[config.mk]
export PLATFORM = sky130hd
export DESIGN_NAME = memory_port_arbiter
export DESIGN_NICKNAME = d
export VERILOG_FILES = /design/src/rtl/memory_port_arbiter_pkg.sv /design/src/rtl/memory_port_arbiter_rr_pick2.sv /design/src/rtl/memory_port_arbiter.sv
export SDC_FILE = /design/constraint.sdc
export NUM_CORES = 1
export LEC_CHECK = 0
export CORE_UTILIZATION = 40
export DETAILED_ROUTE_END_ITERATION = 16
export GPL_ROUTABILITY_DRIVEN = 0
export PLACE_DENSITY = 0.86
export SYNTH_ARGS = -nofsm -noshare
export SYNTH_HDL_FRONTEND = slang
export SYNTH_SLANG_ARGS = --single-unit
[constraint.sdc]
create_clock -name clock -period 4.8 [get_ports clock]
set_input_delay 0.96 -clock clock [delete_from_list [all_inputs] [get_ports clock]]
set_output_delay 0.96 -clock clock [all_outputs]
set_load 0.05 [all_outputs]
[src/rtl/memory_port_arbiter_pkg.sv]
// rtl/memory_port_arbiter_pkg.sv - shared word/address sizing, trit encodings and port-owner type
package memory_port_arbiter_pkg;

    localparam int WORD_SIZE     = 9;
    localparam int MEM_ADDR_SIZE = 6;
    localparam int DATA_W        = 2 * WORD_SIZE;
    localparam int ADDR_W        = 2 * MEM_ADDR_SIZE;

    localparam logic [1:0] TRIT_ZERO = 2'b00;
    localparam logic [1:0] TRIT_POS  = 2'b01;
    localparam logic [1:0] TRIT_NEG  = 2'b10;

    typedef enum logic {
        OWNER_IF = 1'b0,
        OWNER_D  = 1'b1
    } owner_t;

endpackage

[src/rtl/memory_port_arbiter_rr_pick2.sv]
// rtl/memory_port_arbiter_rr_pick2.sv - two-requester round-robin picker with last-grant register
module memory_port_arbiter_rr_pick2
    import memory_port_arbiter_pkg::*;
(
    input  logic clock,
    input  logic reset_n,
    input  logic enable,
    input  logic req_if,
    input  logic req_d,
    output logic gnt_if,
    output logic gnt_d
);

    owner_t last;

    // On a tie the requester that did not win last time gets the port.
    always_comb begin
        gnt_if = enable & req_if & (~req_d | (last == OWNER_D));
        gnt_d  = enable & req_d  & (~req_if | (last == OWNER_IF));
    end

    always_ff @(posedge clock or negedge reset_n) begin
        if (!reset_n) begin
            last <= OWNER_D;
        end else if (gnt_if) begin
            last <= OWNER_IF;
        end else if (gnt_d) begin
            last <= OWNER_D;
        end
    end

endmodule

[src/rtl/memory_port_arbiter.sv]
// rtl/memory_port_arbiter.sv - boot sequencer and fetch/data round-robin owner of the main memory port
module memory_port_arbiter
    import memory_port_arbiter_pkg::*;
#(
    parameter int unsigned LOAD_TIMEOUT = 65535
) (
    input  logic              clock,
    input  logic              reset_n,
    input  logic              start_boot,
    output logic              ld_start,
    input  logic              ld_write,
    input  logic [ADDR_W-1:0] ld_addr,
    input  logic [DATA_W-1:0] ld_wdata,
    input  logic              ld_done,
    output logic              cpu_run,
    output logic              boot_fault,
    input  logic              if_req,
    input  logic [ADDR_W-1:0] if_addr,
    output logic              if_gnt,
    output logic              if_valid,
    output logic [DATA_W-1:0] if_rdata,
    input  logic              d_req,
    input  logic              d_we,
    input  logic [ADDR_W-1:0] d_addr,
    input  logic [DATA_W-1:0] d_wdata,
    output logic              d_gnt,
    output logic              d_valid,
    output logic [DATA_W-1:0] d_rdata,
    output logic [ADDR_W-1:0] mem_addr,
    output logic [DATA_W-1:0] mem_write_data,
    output logic              mem_write,
    input  logic [DATA_W-1:0] mem_read_data
);

    localparam int CNT_W = (LOAD_TIMEOUT < 2) ? 1 : $clog2(LOAD_TIMEOUT + 1);
    localparam logic [CNT_W-1:0] CNT_LIMIT = CNT_W'(LOAD_TIMEOUT);

    typedef enum logic [2:0] {
        S_IDLE  = 3'd0,
        S_START = 3'd1,
        S_LOAD  = 3'd2,
        S_RUN   = 3'd3,
        S_FAULT = 3'd4
    } state_t;

    state_t           state, state_next;
    logic [CNT_W-1:0] load_cnt;
    logic             run_en;

    always_ff @(posedge clock or negedge reset_n) begin
        if (!reset_n) begin
            state <= S_IDLE;
        end else begin
            state <= state_next;
        end
    end

    always_comb begin
        state_next = state;
        case (state)
            S_IDLE:  if (start_boot) state_next = S_START;
            S_START: state_next = S_LOAD;
            S_LOAD: begin
                if (ld_done) begin
                    state_next = S_RUN;
                end else if (load_cnt == CNT_LIMIT) begin
                    state_next = S_FAULT;
                end
            end
            S_RUN:   state_next = S_RUN;
            S_FAULT: state_next = S_FAULT;
            default: state_next = S_IDLE;
        endcase
    end

    always_comb begin
        ld_start   = (state == S_START);
        cpu_run    = (state == S_RUN);
        boot_fault = (state == S_FAULT);
        run_en     = (state == S_RUN);
    end

    // Cleared on the way into LOAD; saturates so a long LOAD cannot wrap past the limit.
    always_ff @(posedge clock or negedge reset_n) begin
        if (!reset_n) begin
            load_cnt <= '0;
        end else if (state == S_START) begin
            load_cnt <= '0;
        end else if (state == S_LOAD && load_cnt != CNT_LIMIT) begin
            load_cnt <= load_cnt + 1'b1;
        end
    end

    memory_port_arbiter_rr_pick2 u_rr_pick2 (
        .clock   (clock),
        .reset_n (reset_n),
        .enable  (run_en),
        .req_if  (if_req),
        .req_d   (d_req),
        .gnt_if  (if_gnt),
        .gnt_d   (d_gnt)
    );

    always_ff @(posedge clock or negedge reset_n) begin
        if (!reset_n) begin
            mem_addr       <= '0;
            mem_write_data <= '0;
            mem_write      <= 1'b0;
            if_valid       <= 1'b0;
            d_valid        <= 1'b0;
        end else begin
            mem_write <= 1'b0;
            if_valid  <= 1'b0;
            d_valid   <= 1'b0;
            if (state == S_LOAD && ld_write) begin
                mem_addr       <= ld_addr;
                mem_write_data <= ld_wdata;
                mem_write      <= 1'b1;
            end else if (if_gnt) begin
                mem_addr <= if_addr;
                if_valid <= 1'b1;
            end else if (d_gnt) begin
                mem_addr       <= d_addr;
                mem_write_data <= d_wdata;
                mem_write      <= d_we;
                d_valid        <= 1'b1;
            end
        end
    end

    // Read data is steered only to the port that owns this cycle's response.
    always_comb begin
        if_rdata = if_valid ? mem_read_data : '0;
        d_rdata  = d_valid  ? mem_read_data : '0;
    end

endmodule

==> results.txt, run 1 <==
----------------------------------------------------
[Final layout]
  Layout cells sized above 1 ... 7.47%
  Final std cell area, no fill ... 4740 sq um
  Area growth syn-to-layout ... 68.0%
  Total inserted antenna cells ... 0
  Area occupied by multi-input gates ... 1400 sq um
  Post-layout net count ... 553
  Number of filler cells placed in the layout ... 543
  Combined flip-flop and latch cell area ... 1330 sq um
  Core occupancy in the finished layout ... 69.7%

[Place]
  Post-placement setup slack ... 1.22 ns
  Port bufs ... 171
  HPWL after detailed placement ... 6380 um
  Placed cell areas ... 4620 sq um

[Timing]
  Worst slack on hold paths ... 0.473 ns
  Total negative slack for setup checks ... 0 ns
  Setup slack after layout ... 1.22 ns
  Final period demand of the worst path ... 3.58 ns
  Transition at the pin with the smallest max-transition slack ... 0.666 ns
  Setup Viol. Count Final ... 0
  Count of pins over their slew limit ... 0
  RSZ-0062 raised after global routing ... no
  Final period utilization ... 74.5%
  Tightest slew margin relative to the limit ... 55.6%
  Final hold viol count ... 0
  Setup skew after layout ... 0.00941 ns
  Maximum achievable frequency ... 280 MHz

[Setup path]
  Most repeated library cell on the critical path ... sky130_fd_sc_hd__clkdlybuf4s50_1
  Category of the worst setup path capture point ... output pin
  Max incr delay on CP ... 0.79 ns
  Startpoint kind of the worst setup timing path ... input port
  Crit path max-delay cell type ... sky130_fd_sc_hd__clkdlybuf4s50_1
  Critical-path maximum fanout ... 16
  Critical-path cell list ... clkdlybuf4s50_1 > nand2b_1 > nand3_1 > buf_4 > inv_1 > clkdlybuf4s50_1
  WS Path Type ... in -> out
  Required time of the critical path ... 3.84 ns
  Crit path arrival time ... 2.62 ns

[Clock tree]
  Number of buffers between clock root and the deepest sink ... 2
  Sinks on the clock net ... 53
  Setup Buffers After CTS ... 0
  TritonCTS clock tree ... built
  Root buf cell ... sky130_fd_sc_hd__clkbuf_8
  Clock insertion delay at the later pin of the skew report ... 0.31 ns
  Number of cells upsized or downsized after cts ... 0
  Maximum level of the CTS H-tree ... 2
  Clock slew at the register clock pins of the worst setup and hold paths ... 0.10 ns
  Hold bufs inserted after CTS ... 0
  Clock buffer count from CTS ... 5

[Global route]
  Global Route Usage Sum ... 23.6%
  Number of global-route vias before repair ... 2,889
  Leftover overflow at the end of global routing ... 0
  Antenna violations before repair ... 0
  Largest net degree at the start of global routing ... 54
  Wire length of the first global-routing pass ... 13,800 um

[Pwr]
  Sequential share of power ... 37.2%
  Clock network fraction of total power ... 21.8%
  Combinational group share of total power ... 41.0%
  Leakage Power ... 0.00197 uW
  Internal power ... 918 uW
  Largest voltage drop on the vdd net ... 0.193 mV
  Cell Pwr Density ... 308 nW/um^2
  Switching part of the total power ... 37.1%
  Switching power ... 540 uW

[Synth]
  Post-synth design cell area ... 2820 sq um
  Cell count after synthesis ... 289
  Register bit total from synthesis ... 53
  Net count after synthesis ... 388
  Post-synthesis average cell area ... 9.75 sq um
  Post-synth EDFFs ... 0
  Fraction of synthesis flops using an asynchronous set or reset pin ... 100%
  Cell variety after synth ... 35
  Predominant post-synthesis flop cell ... sky130_fd_sc_hd__dfrtp_1
  Synth warnings ... 0
  Portion of the post-synthesis area used by sequential elements ... 47.1%

[Drt]
  DR WL/cell ... 15.3 um
  Total vias in the final route ... 2,920
  Detailed router's first-iteration violation count ... 131
  Post-route DRC violation count ... 0
  Antenna Violating Nets Remaining ... 0
  Pre-antenna DRT Iters ... 4
  Final Routed Wirelength ... 8410 um
  Detail-routed via count per cell ... 5.30

[Worst hold path]
  Worst hold path class ... reg -> reg

[Floorplanning]
  Die height ... 86.0 um
  Floorplan Core Area ... 6790 sq um
  Ports ... 172
  Rows ... 30
  Starting density of the core ... 41.5%
  Die boundary width ... 86.0 um
  Die Footprint ... 7390 sq um

[Status]
  Status ... completed

[Job]
  Max capacitance violation total ... 0

----------------------------------------------------
-- cell usage in the layout (no fill, tap or decap), types with 2 or more instances in the layout --
cell / netlist / routed
sky130_fd_sc_hd__a21oi_1: 28 / 28
sky130_fd_sc_hd__a31o_2: 2 / 2
sky130_fd_sc_hd__a31oi_1: 2 / 2
sky130_fd_sc_hd__and2_1: 36 / 36
sky130_fd_sc_hd__and3_1: 2 / 2
sky130_fd_sc_hd__buf_4: 0 / 5
sky130_fd_sc_hd__clkbuf_8: 0 / 6
sky130_fd_sc_hd__clkdlybuf4s50_1: 0 / 170
sky130_fd_sc_hd__dfrtp_1: 52 / 52
sky130_fd_sc_hd__inv_1: 7 / 7
sky130_fd_sc_hd__mux2i_1: 23 / 23
sky130_fd_sc_hd__nand2_1: 17 / 17
sky130_fd_sc_hd__nand2b_1: 2 / 2
sky130_fd_sc_hd__nand3_1: 12 / 11
sky130_fd_sc_hd__nand4_1: 5 / 5
sky130_fd_sc_hd__nor2_1: 23 / 23
sky130_fd_sc_hd__nor3_1: 3 / 3
sky130_fd_sc_hd__nor3b_1: 2 / 2
sky130_fd_sc_hd__o21ai_0: 6 / 6
sky130_fd_sc_hd__o221a_2: 12 / 12
sky130_fd_sc_hd__o22a_1: 12 / 12
sky130_fd_sc_hd__o31ai_1: 4 / 4
sky130_fd_sc_hd__or3_1: 3 / 3
sky130_fd_sc_hd__or4_1: 6 / 6
-- critical path: cells and delay by family --
kind | cells | cell delay [ns]
buffers and inverters | 4 | 1.50
AND/OR/NAND/NOR | 2 | 0.15
-- power by group through the flow --
stage | Combinational [uW] | Sequential, uW | Clock, uW
CTS | 601 | 543 | 327
detailed placement | 599 | 551 | 0
floorplan | 183 | 709 | 0
global route | 626 | 553 | 345
global placement | 593 | 549 | 0
finish | 597 | 543 | 318
-- kinds of logic after synthesis --
group                    count (synthesis)  synth area share (%)
AO/OA/AOI/OAI                           67                  17.0
AND/OR/NAND/NOR                        119                  23.5
flip-flops                              53                  47.1
XOR/XNOR                                 1                 0.311
buffers and inverters                   25                  3.46
multiplexers                            23                  8.17
adder cells (fa/ha/maj)                  1                 0.444
-- area by class of cell --
class                   instances  area share, %
clock buffers                   6           1.74
inverters                       7          0.555
well taps                      96           2.54
flip-flops and latches         53           28.0
repair buffers                176           36.8
multi-input cells             211           29.5
clock inverters                 2          0.792
-- sequential cells by signal, indices dropped and copies added (netlist names) --
signal / count
mem_write_data: 18
load_cnt: 16
mem_addr: 12
state: 3
d_valid: 1
if_valid: 1
mem_write: 1
u_rr_pick2.last: 1
-- path summary, 6_finish.rpt --
| check | depth (start not counted) | start | to | slack [ns] |
|---|---|---|---|---|
| setup / recovery | 6 | d_req | if_gnt | 1.22 |
| hold / removal | 2 | u_rr_pick2.last | u_rr_pick2.last | 0.47 |
| setup reg to reg | 5 | state[2] | mem_addr[3] | 2.51 |
| hold reg to reg | 2 | u_rr_pick2.last | u_rr_pick2.last | 0.47 |
| max in group asynchronous | 2 | reset_n | mem_addr[2] | 3.59 |
| min in group asynchronous | 2 | reset_n | state[0] | 0.76 |
-- metrics by stage --
step	cells	power, uW
global placement	543	1140
CTS	551	1470
finish	551	1460
detailed placement	543	1150
global route	551	1520
floorplan	289	892
-- Yosys cell counts, drive strengths merged, types with 2 or more instances --
cell type	instances	area share [%]
dfrtp	52	46
and2	36	8.0
a21oi	28	5.0
mux2i	23	8.2
nor2	23	3.1
nand2	17	2.3
clkbuf	15	2.0
nand3	12	2.1
o221a	12	4.8
o22a	12	3.7
inv	7	0.93
or4	7	2.0
o21ai	6	1.1
nand4	5	1.1
o31ai	4	1.1
buf	3	0.53
nor3	3	0.53
nor3b	3	0.98
or3	3	0.67
a31o	2	0.62
a31oi	2	0.44
and3	2	0.44
nand2b	2	0.44
or3b	2	0.71
-- routing by layer --
metal / up-vias / share of wire [%] / global-route usage, %
li1: 1379 / - / -
met1: 1367 / 37 / 25.4
met2: 149 / 51 / 43.5
met3: 25 / 8.2 / 5.39
met4: 0 / 4.1 / 11.2
met5: - / 0 / 0
Note: power is estimated with default switching activity, not from simulation.
==> run 2, diff against run 1 <==
- CORE_UTILIZATION: 40 -> 38
- PLACE_DENSITY: 0.86 -> 0.82
- clock period: 4.8 -> 3.7 ns (I/O delays scaled with it)
==> run 2 against run 1 <==
Power grew 23%. Final cell count grew 0.54%. Sequential power grew 30%. Count of clock-buffer cells in the layout is the same. Sequential cell count is the same. Critical path type is now reg -> out.
==> results.txt, run 2 (synthesis gave the netlist of run 1 again) <==
----------------------------------------------------
[Status]
  Status ... completed

[Floorplanning]
  Die boundary width ... 88.1 um (+2.5%)
  Ports ... 172 (unchanged)
  Rows ... 31 (+3.3%)
  Starting density of the core ... 39.1% (-2.4 points)
  Floorplan Core Area ... 7210 sq um (+6.2%)
  Die height ... 88.1 um (+2.5%)
  Die Footprint ... 7770 sq um (+5.1%)

[Setup path]
  Required time of the critical path ... 2.96 ns (-0.88 ns)
  Critical-path maximum fanout ... 11 (-5)
  Startpoint kind of the worst setup timing path ... flop
  Crit path arrival time ... 2.59 ns (-0.03 ns)
  WS Path Type ... reg -> out
  Category of the worst setup path capture point ... output pin

[Pwr]
  Total power ... 1790 uW (+23%)
  Largest voltage drop on the vdd net ... 0.231 mV (+20%)
  Leakage Power ... 0.00196 uW (-0.31%)
  Cell Pwr Density ... 380 nW/um^2 (+24%)

[Final layout]
  Leading cell type in the layout, fill and taps excluded ... sky130_fd_sc_hd__clkdlybuf4s50_1
  Register with the most flip-flops ... mem_write_data
  Number of filler cells placed in the layout ... 611 (+13%)
  Most frequent cells in the layout ... sky130_fd_sc_hd__clkdlybuf4s50_1, sky130_fd_sc_hd__dfrtp_1, sky130_fd_sc_hd__and2_1, sky130_fd_sc_hd__a21oi_1
  Layout cells sized above 1 ... 7.69% (+0.22 points)
  Post-layout net count ... 553 (unchanged)
  Total inserted antenna cells ... 0 (unchanged)
  Area growth syn-to-layout ... 67.1%
  Final cell count without fillers ... 554 (+0.54%)
  Largest registers in the final layout ... mem_write_data x18, load_cnt x16, mem_addr x12
  Number of flip-flops under the largest register name ... 18 (unchanged)

[Drt]
  Detailed router's first-iteration violation count ... 181 (+38%)
  Antenna Violating Nets Remaining ... 0 (unchanged)
  Post-route DRC violation count ... 0 (unchanged)
  Final Routed Wirelength ... 8120 um (-3.5%)
  Pre-antenna DRT Iters ... 4 (unchanged)
  Detail-routed via count per cell ... 5.16 (-2.7%)
  DR WL/cell ... 14.7 um (-4.0%)
  Total vias in the final route ... 2,857 (-2.2%)

[Timing]
  Setup skew after layout ... 0.00647 ns (-0.00295 ns)
  Final period demand of the worst path ... 3.33 ns
  RSZ-0062 raised after global routing ... no
  Final period utilization ... 90.0%
  Total negative slack for setup checks ... 0 ns (unchanged)
  Count of pins over their slew limit ... 0 (unchanged)
  Setup slack after layout ... 0.372 ns (-0.852 ns)
  Setup Viol. Count Final ... 0 (unchanged)
  Maximum achievable frequency ... 300 MHz
  Final hold viol count ... 0 (unchanged)
  Transition at the pin with the smallest max-transition slack ... 0.762 ns (+0.0966 ns)
  Tightest slew margin relative to the limit ... 49.2% (-6.4 points)

[Place]
  HPWL after detailed placement ... 6310 um (-1.1%)
  Port bufs ... 171 (unchanged)
  Number of cells in the design after placement ... 546 (+0.55%)
  Post-placement setup slack ... 0.693 ns (-0.531 ns)

[Global route]
  Largest net degree at the start of global routing ... 50 (-7.4%)
  Leftover overflow at the end of global routing ... 0 (unchanged)
  Wire length of the first global-routing pass ... 12,800 um (-7.1%)
  Number of global-route vias before repair ... 2,677 (-7.3%)
  Antenna violations before repair ... 0 (unchanged)
  Global Route Usage Sum ... 21.3% (-2.3 points)

[Clock tree]
  TritonCTS clock tree ... built
  Number of buffers between clock root and the deepest sink ... 2 (unchanged)
  Setup Buffers After CTS ... 0 (unchanged)
  Hold bufs inserted after CTS ... 0 (unchanged)
  Sinks on the clock net ... 53 (unchanged)
  Clock insertion delay at the later pin of the skew report ... 0.30 ns (about the same)
  Clock slew at the register clock pins of the worst setup and hold paths ... 0.09 ns (about the same)
  Maximum level of the CTS H-tree ... 2 (unchanged)
  Number of cells upsized or downsized after cts ... 0 (unchanged)
  Root buf cell ... sky130_fd_sc_hd__clkbuf_8
  Clock buffer count from CTS ... 5 (unchanged)

[Worst hold path]
  Worst hold path class ... reg -> reg

[Job]
  Max capacitance violation total ... 0 (unchanged)

----------------------------------------------------
-- run 2: power breakdown --
part	internal [uW]	total [uW]	leakage, uW	switching (uW)
combinational	320	775	0.00127	455
sequential	652	704	0.000647	52.2
clock	132	312	0.0000450	181
-- run 2: layout make-up --
| cell class | instances | area (sq um) | area share [%] |
|---|---|---|---|
| inverter | 7 | 26.3 | 0.558 |
| tap | 99 | 124 | 2.63 |
| sequential | 53 | 1330 | 28.2 |
| clock buffer | 6 | 72.6 | 1.54 |
| multi-input combinational | 211 | 1400 | 29.7 |
| clock inverter | 2 | 10.0 | 0.212 |
| timing repair buffer | 176 | 1750 | 37.2 |
-- run 2: worst paths after layout --
kind	start	endpoint	slack, ns	cells past startpoint
max	state[1]	ld_start	0.37	3
min	u_rr_pick2.last	u_rr_pick2.last	0.47	2
max reg2reg	state[0]	load_cnt[13]	1.49	4
min reg2reg	u_rr_pick2.last	u_rr_pick2.last	0.47	2
max in group asynchronous	reset_n	mem_addr[0]	2.44	2
min in group asynchronous	reset_n	load_cnt[2]	0.50	1
-- run 2: critical path, cell delays in order, from the launching register on --
cell                              delay, ns
sky130_fd_sc_hd__dfrtp_1               0.46
sky130_fd_sc_hd__or3b_2                0.60
sky130_fd_sc_hd__inv_1                 0.35
sky130_fd_sc_hd__clkdlybuf4s50_1       0.88
-- run 2: stage by stage --
stage | cell area [sq um] | util (%) | hold slack (ns)
2_1_floorplan | 2820 | - | 0.444
3_3_place_gp | 4630 | 64.2 | 0.452
3_5_place_dp | 4630 | 64.2 | 0.453
4_1_cts | 4710 | 65.3 | 0.467
5_1_grt | 4710 | 65.3 | 0.485
6_report | 4710 | 65.3 | 0.466
-- run 2: metal layers --
layer / wire (um) / share of wire, % / vias up / track usage [%]
met3: 731 / 9.0 / 14 / 4.90
met1: 3140 / 39 / 1331 / 23.9
li1: - / - / 1371 / -
met4: 172 / 2.1 / 0 / 7.48
met5: 0 / 0 / - / 0
met2: 4070 / 50 / 141 / 39.5
